[config.mk]
export PLATFORM = sky130hd
export DESIGN_NAME = integral_window_ctrl
export DESIGN_NICKNAME = d
export VERILOG_FILES = /design/src/rtl/integral_window_ctrl.sv
export SDC_FILE = /design/constraint.sdc
export NUM_CORES = 1
export LEC_CHECK = 0
export ABC_AREA = 1
export BUFFER_PORTS_ARGS = -buffer_cell sky130_fd_sc_hd__buf_2
export CAP_MARGIN = 20
export CORE_ASPECT_RATIO = 1.2
export CORE_MARGIN = 1
export CORE_UTILIZATION = 55
export DETAILED_ROUTE_END_ITERATION = 6
export PLACE_DENSITY = 0.85
export REMOVE_ABC_BUFFERS = 1
export SETUP_SLACK_MARGIN = 0.5
export SLEW_MARGIN = 20
export SYNTH_ARGS = -nofsm -noshare
export SYNTH_HDL_FRONTEND = slang
export SYNTH_SLANG_ARGS = --single-unit
[constraint.sdc]
create_clock -name clk_os -period 4.4 [get_ports clk_os]
set_input_delay 0.88 -clock clk_os [delete_from_list [all_inputs] [get_ports clk_os]]
set_output_delay 0.88 -clock clk_os [all_outputs]
set_load 0.03 [all_outputs]
[src/rtl/integral_window_ctrl.sv]
// integral_window_ctrl
// Accepts a raster pixel stream and forwards each frame pixel to a row-chain
// FIFO. Each forwarded pixel is tagged with its column and line. The block
// also flags the pixels where a full WINDOW_SIZE x WINDOW_SIZE detection
// window ends.
//
// Ports:
//   clk_os          sole clock, rising edge
//   reset_os        synchronous active-high reset
//   i_pixel         incoming pixel
//   i_pixel_valid   i_pixel valid this cycle
//   i_frame_start   marks i_pixel as pixel (0,0) of a new frame
//   i_stall         back-pressure from the row chain
//   o_ready         block accepts a pixel this cycle
//   o_wen           write enable to the row chain (one cycle per pixel)
//   o_fifo_in       pixel to the row chain
//   o_col / o_row   coordinates of the pixel on o_fifo_in
//   o_window_valid  a full window ends at (o_row, o_col)
//   o_frame_done    coincides with the o_wen of the last frame pixel
module integral_window_ctrl #(
  parameter int DATA_WIDTH   = 8,
  parameter int FRAME_WIDTH  = 640,
  parameter int FRAME_HEIGHT = 480,
  parameter int WINDOW_SIZE  = 24
) (
  input  logic                  clk_os,
  input  logic                  reset_os,
  input  logic [DATA_WIDTH-1:0] i_pixel,
  input  logic                  i_pixel_valid,
  input  logic                  i_frame_start,
  input  logic                  i_stall,
  output logic                  o_ready,
  output logic                  o_wen,
  output logic [DATA_WIDTH-1:0] o_fifo_in,
  output logic [9:0]            o_col,
  output logic [8:0]            o_row,
  output logic                  o_window_valid,
  output logic                  o_frame_done
);

  localparam int COL_W = (FRAME_WIDTH  > 1) ? $clog2(FRAME_WIDTH)  : 1;
  localparam int ROW_W = (FRAME_HEIGHT > 1) ? $clog2(FRAME_HEIGHT) : 1;

  localparam logic [COL_W-1:0] COL_LAST   = COL_W'(FRAME_WIDTH - 1);
  localparam logic [ROW_W-1:0] ROW_LAST   = ROW_W'(FRAME_HEIGHT - 1);
  localparam logic [COL_W-1:0] WIN_COL_LO = COL_W'(WINDOW_SIZE - 1);
  localparam logic [ROW_W-1:0] WIN_ROW_LO = ROW_W'(WINDOW_SIZE - 1);

  typedef enum logic [1:0] {IDLE, FILL, RUN, DONE} state_t;

  state_t                  state_q, state_d;
  logic [COL_W-1:0]        col_q, col_d;
  logic [ROW_W-1:0]        row_q, row_d;
  logic                    wen_q, wen_d;
  logic [DATA_WIDTH-1:0]   fifo_in_q, fifo_in_d;
  logic [9:0]              col_out_q, col_out_d;
  logic [8:0]              row_out_q, row_out_d;
  logic                    window_valid_q, window_valid_d;
  logic                    frame_done_q, frame_done_d;

  logic                    accept;
  logic                    take;
  logic                    last_pix;
  logic [COL_W-1:0]        pix_col;
  logic [ROW_W-1:0]        pix_row;

  // DONE is the single cycle in which no pixel is taken. Everywhere else the
  // block is ready unless the row chain pushes back.
  assign o_ready = (state_q != DONE) && !i_stall;
  assign accept  = i_pixel_valid && o_ready;

  // Next-state logic. col_q/row_q hold the coordinates of the next pixel to
  // be accepted. pix_col/pix_row are the coordinates assigned to the pixel
  // accepted this cycle. A frame_start always forces that pixel to (0,0),
  // so it also aborts a frame in progress.
  always_comb begin
    state_d        = state_q;
    col_d          = col_q;
    row_d          = row_q;
    wen_d          = 1'b0;
    fifo_in_d      = fifo_in_q;
    col_out_d      = col_out_q;
    row_out_d      = row_out_q;
    window_valid_d = 1'b0;
    frame_done_d   = 1'b0;
    take           = 1'b0;
    last_pix       = 1'b0;
    pix_col        = '0;
    pix_row        = '0;

    case (state_q)
      IDLE: begin
        if (accept && i_frame_start) begin
          take    = 1'b1;
          state_d = FILL;
        end
      end
      FILL, RUN: begin
        if (accept) begin
          take = 1'b1;
          if (i_frame_start) begin
            state_d = FILL;
          end else begin
            pix_col = col_q;
            pix_row = row_q;
            if (row_q == ROW_LAST && col_q == COL_LAST) begin
              last_pix     = 1'b1;
              state_d      = DONE;
              frame_done_d = 1'b1;
            end else if (state_q == FILL && row_q == WIN_ROW_LO && col_q == WIN_COL_LO) begin
              state_d = RUN;
            end
          end
        end
      end
      DONE: begin
        state_d = IDLE;
      end
      default: begin
        state_d = IDLE;
      end
    endcase

    if (take) begin
      wen_d          = 1'b1;
      fifo_in_d      = i_pixel;
      col_out_d      = 10'(pix_col);
      row_out_d      = 9'(pix_row);
      window_valid_d = (pix_row >= WIN_ROW_LO) && (pix_col >= WIN_COL_LO);
      if (last_pix) begin
        col_d = '0;
        row_d = '0;
      end else if (pix_col == COL_LAST) begin
        col_d = '0;
        row_d = pix_row + ROW_W'(1);
      end else begin
        col_d = pix_col + COL_W'(1);
        row_d = pix_row;
      end
    end
  end

  // State, counter and output registers. Reset takes priority over
  // everything, including a stalled or mid-frame cycle.
  always_ff @(posedge clk_os) begin
    if (reset_os) begin
      state_q        <= IDLE;
      col_q          <= '0;
      row_q          <= '0;
      wen_q          <= 1'b0;
      fifo_in_q      <= '0;
      col_out_q      <= '0;
      row_out_q      <= '0;
      window_valid_q <= 1'b0;
      frame_done_q   <= 1'b0;
    end else begin
      state_q        <= state_d;
      col_q          <= col_d;
      row_q          <= row_d;
      wen_q          <= wen_d;
      fifo_in_q      <= fifo_in_d;
      col_out_q      <= col_out_d;
      row_out_q      <= row_out_d;
      window_valid_q <= window_valid_d;
      frame_done_q   <= frame_done_d;
    end
  end

  assign o_wen          = wen_q;
  assign o_fifo_in      = fifo_in_q;
  assign o_col          = col_out_q;
  assign o_row          = row_out_q;
  assign o_window_valid = window_valid_q;
  assign o_frame_done   = frame_done_q;

endmodule
=== Yosys cells after proc, flatten, opt, wreduce, memory -nomap -nowiden ===
Cells that the tools add are included.

* Register bits: 51
* Bits of input ports: 13
* Output and inout port bits: 31
* Word-level logic and storage cells: 62

* $add $sub $neg: 2
* Order comparisons: 2
* Equality and inequality tests: 12
* Mux-type cells: 24
* Bitwise operators: 1
* Reduce and logical (&&, ||, !) cells: 12

{| class="wikitable"
|+ Operators with widths
! cell !! number
|-
| 10-bit two-way mux || 5
|-
| 9-bit two-way mux || 5
|-
| 10-bit equality test (second input constant) || 2
|-
| 10-bit by 1-bit adder with 10-bit output (second input constant) || 1
|-
| 10-bit by 5-bit equality test with 1-bit output (second input constant) || 1
|-
| 10-bit by 5-bit >= comparator with 1-bit output (second input constant) || 1
|-
| 2-bit two-way mux || 5
|-
| 9-bit by 1-bit adder with 9-bit output (second input constant) || 1
|-
| 9-bit by 5-bit equality test with 1-bit output (second input constant) || 1
|-
| 9-bit equality test (second input constant) || 1
|-
| 9-bit by 5-bit >= comparator with 1-bit output (second input constant) || 1
|-
| 1-bit logical AND || 7
|-
| 1-bit two-way mux || 7
|-
| 2-bit != test (second input constant) || 3
|-
| 2-bit one-hot mux with 3 select lines || 1
|-
| 2-bit equality test (second input constant) || 2
|-
| 4-bit != test (second input constant) || 1
|-
| 2-bit OR reduction || 2
|-
| 3-bit AND reduction || 1
|-
| 2-bit by 1-bit equality test with 1-bit output (second input constant) || 1
|-
| 2-bit logical NOT || 1
|-
| 1-bit one-hot mux with 2 select lines || 1
|-
| 1-bit logical NOT || 1
|-
| 1-bit inverter || 1
|}

=== Logic depth before layout (Yosys ltp) ===
* Depth in word-level cells: 8
* Depth in mapped cells: 16
* Depth with buffers taken out: 15

=== Least setup slack after synthesis ===
No wires, ideal clock.

* Kind: input -> register
* Start: input i_stall
* End: register row_q[4]
* Arrival time: 2.428 ns
* Required time: 4.268 ns
* Slack: 1.839 ns
* Cell stages on the path: 13
* Cells stage by stage: nor2_8 nand2_4 inv_2 nand2_4 nor2_4 ha_1 inv_1 nor3_4 nand2_1 nor2_4 nand2_1 nand3_1 a21oi_1

* Word-level cells in the longest chain between the ends: 8
* Elaborated cells between the ends (all ways): 17
* Classes of those cells: add/sub: 1; eq/ne: 1; mux: 11; reduce/logical: 4

{| class="wikitable"
|+ RTL lines
! item !! RTL line !! source
|-
| from (decl) || 31 || <nowiki>input logic i_stall,</nowiki>
|-
| 1-bit logical NOT || 69 || <nowiki>assign o_ready = (state_q != DONE) && !i_stall;</nowiki>
|-
| 1-bit logical AND || 69 ||
|-
| 1-bit logical AND || 70 || <nowiki>assign accept = i_pixel_valid && o_ready;</nowiki>
|-
| 10-bit two-way mux || 99 || <nowiki>if (accept) begin</nowiki>
|-
| 10-bit two-way mux || 91 || <nowiki>case (state_q)</nowiki>
|-
| net pix_col[0] || 64 || <nowiki>logic [COL_W-1:0] pix_col;</nowiki>
|-
| 10-bit equality test || 133 || <nowiki>end else if (pix_col == COL_LAST) begin</nowiki>
|-
| 9-bit two-way mux || 133 ||
|-
| 9-bit two-way mux || 130 || <nowiki>if (last_pix) begin</nowiki>
|-
| to (signal assigned) || 159 || <nowiki>row_q <= row_d;</nowiki>
|-
| to (decl) || 53 || <nowiki>logic [ROW_W-1:0] row_q, row_d;</nowiki>
|}

The timed path passes the listed nets, and every way through them passes these cells.
A chain may end at the register's enable or synchronous reset.

=== Worst setup path after layout ===
* Start: register state_q[0]
* End: register row_q[3]

* Word-level cells in the longest chain between the ends: 8
* Elaborated cells between the ends (all ways): 21
* Classes of those cells: add/sub: 1; eq/ne: 4; mux: 11; reduce/logical: 5

{| class="wikitable"
|+ RTL lines
! item !! RTL line !! source
|-
| from (decl) || 51 || <nowiki>state_t state_q, state_d;</nowiki>
|-
| from (signal assigned) || 157 || <nowiki>state_q <= state_d;</nowiki>
|-
| 2-bit != test || 69 ||
|-
| 1-bit logical AND || 69 ||
|-
| 1-bit logical AND || 70 ||
|-
| 10-bit two-way mux || 99 ||
|-
| 10-bit two-way mux (*) || 91 ||
|-
| net pix_col[0] || 64 ||
|-
| 10-bit equality test (*) || 133 ||
|-
| 9-bit two-way mux (*) || 133 ||
|-
| 9-bit two-way mux (*) || 130 ||
|}

The timed path passes the listed nets; every way through them passes the cells marked *.

==> metrics.cfg <==
[clocking]
cts_buffer_depth=2
clockRootBuffer=clkbuf_8
numCtsBuffers=5
clock-sinks=51
insertion_delay_ns=0.31
post_cts_buffers=0
htreeDepth=2
cts_hold_buf=0
path_clk_slew_ns=0.10
cts_tree=done
cts_resized=0

[drt]
wirelength_um=6490
detail-route-antenna-nets=0
firstDrtPassIters=4
vias=2655
drc=0
avgViaCountPerCell=5.50
wl_per_cell_um=13.4
first_iter_violations=197

[global_route]
grtUsageTotal_pct=26.2
overflow=0
grt_pass1_wl_um=10600
grt_max_degree=48
antenna_found_initial=0
grt_pass1_vias=2307

[placed_design]
dp_slack_ns=1.57
post-dp-hpwl_um=4740
numPortBuffers=43
gp_congestion=0.949

[sta]
maxSlewViolCount=0
max_clock_freq_mhz=387
finClkSkew_ns=0.00994
tightest_slew_ns=0.746
rsz0062_at_grt=no
final.setup.tns_ns=0
layout_setup_ws_ns=1.82
hold_viol=0
holdWs_ns=0.461
period_share_pct=58.7
period_needed_ns=2.58
slew_headroom_pct=50.2
setup-violations-final=0

[synth]
syn_inst=386
synth_cell_types=33
yosys_warnings=0
syn_avg_cell_area_um2=7.07
netlist_area_um2=2730
seq_area_frac_synth_pct=37.4
ys_ff_latch=51

[critical_path]
max_stage_delay_ns=0.39
required_ns=4.58
crit_type=reg2reg
worst_setup_path_end_kind=flop
cp_data_arrival_time_ns=2.76
critPathMaxFanout=8
r2r_slack_ns=1.82
crit_path_top_delay_cell=dfxtp_1
path_cells=inv_1 > ha_1 > inv_2 > nor2_8 > nand2_4 > nor2_4 > ha_1 > inv_1 > nor3_4 > nand2_1 > nor2_4 > nand2_1 > nand3_1 > a21oi_1
startpoint_type=flop

[power]
p_per_area_nw_per_um2=273
irDropWorstVdd_mv=0.199
p_leak_nw=1.30

[finish]
syn2layout_area_growth_pct=11.7
drive_above_1_share_pct=20.2
diodes=0
layout.nets=443

[floorplanning]
die_w_um=66.3
ios=44
core_area_um2=4660
die_area_um2=5250
fp-row-count=27
die_height_um=79.1
initial_utilization_pct=58.5

[min_path]
min_path_type=reg2reg

[status]
status=finished clean

[run]
drv_cap=0

## area by class of cell
cell class | instances | area [µm²]
well taps | 58 | 72.6
clock inverters | 3 | 15.0
multi-input cells | 284 | 1500
inverters | 38 | 143
flip-flops and latches | 51 | 1020
repair buffers | 44 | 223
clock buffers | 5 | 68.8
fillers | 431 | 1620
## synth_stat cells (all sizes together)
library cell / instances / area (µm²)
o211ai: 2 / 15.0
o21ai: 2 / 10.0
o21bai: 1 / 7.51
o31ai: 1 / 7.51
clkbuf: 8 / 30.0
ha: 6 / 75.1
nand2: 119 / 467
nand3: 34 / 180
nor4: 1 / 6.26
nor2: 41 / 258
nand3b: 1 / 20.0
a22oi: 1 / 7.51
a211oi: 1 / 7.51
nor3: 4 / 31.3
a31oi: 1 / 6.26
buf: 5 / 31.3
xor2: 2 / 17.5
xnor2: 1 / 8.76
dfxtp: 51 / 1020
nand4: 16 / 128
a21oi: 50 / 250
inv: 38 / 143
## placed cells by master (no fill, tap or decap), types with 2 or more instances in the layout
cell type	n
ha_1	6
a21oi_1	50
nand2_1	115
nor2_4	5
xor2_1	2
inv_1	30
o21ai_1	2
nor2_8	3
nand4_1	13
o211ai_1	2
clkbuf_8	5
nand2_4	2
buf_2	43
dfxtp_1	51
clkinv_2	3
nor2_1	26
nand2_2	2
inv_2	8
nor3_1	3
nor2_2	7
nand3_1	32
nand4_2	2
nand3_2	2
## worst max-delay path: cells and delay by family, from the launching register on
kind / cells / cell delay (ns)
AOI/OAI and AO/OA: 1 / 0.06
adders and majority gates: 2 / 0.57
buffers and inverters: 3 / 0.25
DFF: 1 / 0.39
and+or+nand+nor: 8 / 1.18
## logic make-up after synthesis
| kind of cell | synth area share (%) |
|---|---|
| AO/OA/AOI/OAI | 11.4 |
| XOR/XNOR | 0.963 |
| adder cells (fa/ha/maj) | 2.75 |
| buffers and inverters | 7.48 |
| flip-flops | 37.4 |
| AND/OR/NAND/NOR | 40.0 |
## worst paths after layout
| check | cells past startpoint | end | start |
|---|---|---|---|
| worst min-delay path | 2 | o_fifo_in[6] | o_fifo_in[6] |
| worst max register to register | 14 | row_q[3] | state_q[0] |
| worst max-delay path | 14 | row_q[3] | state_q[0] |
| worst min register to register | 2 | o_fifo_in[6] | o_fifo_in[6] |
## power breakdown
part / switching, W / internal, W / leakage, nW / total, W
logic: 0.0000689 / 0.0000250 / 0.845 / 0.0000939
registers: 0.00000421 / 0.000468 / 0.412 / 0.000472
clock network: 0.000156 / 0.000109 / 0.0477 / 0.000265
total: 0.000229 / 0.000602 / 1.30 / 0.000832
## flip-flops by register name, indices dropped and copies added, names as in the netlist
signal	cells
col_q	10
o_col	10
o_row	9
row_q	9
o_fifo_in	8
state_q	2
o_frame_done	1
o_wen	1
o_window_valid	1
## layer usage
metal	wire length [µm]	GRT usage [%]	up-vias
met4	119	8.72	0
li1	-	-	1338
met2	3170	42.9	99
met3	323	4.60	11
met1	2880	34.5	1207
met5	0	0	-
## metrics by stage
step | instance area, µm² | instances | utilization [%] | total power (W)
floorplan | 2670 | 373 | - | 0.000544
CTS | 3050 | 483 | 65.3 | 0.000835
finish | 3050 | 483 | 65.3 | 0.000832
global placement | 2960 | 475 | 63.5 | 0.000575
detailed placement | 2960 | 475 | 63.5 | 0.000577
global route | 3050 | 483 | 65.3 | 0.000865
Power figures use the tool's default switching activity.
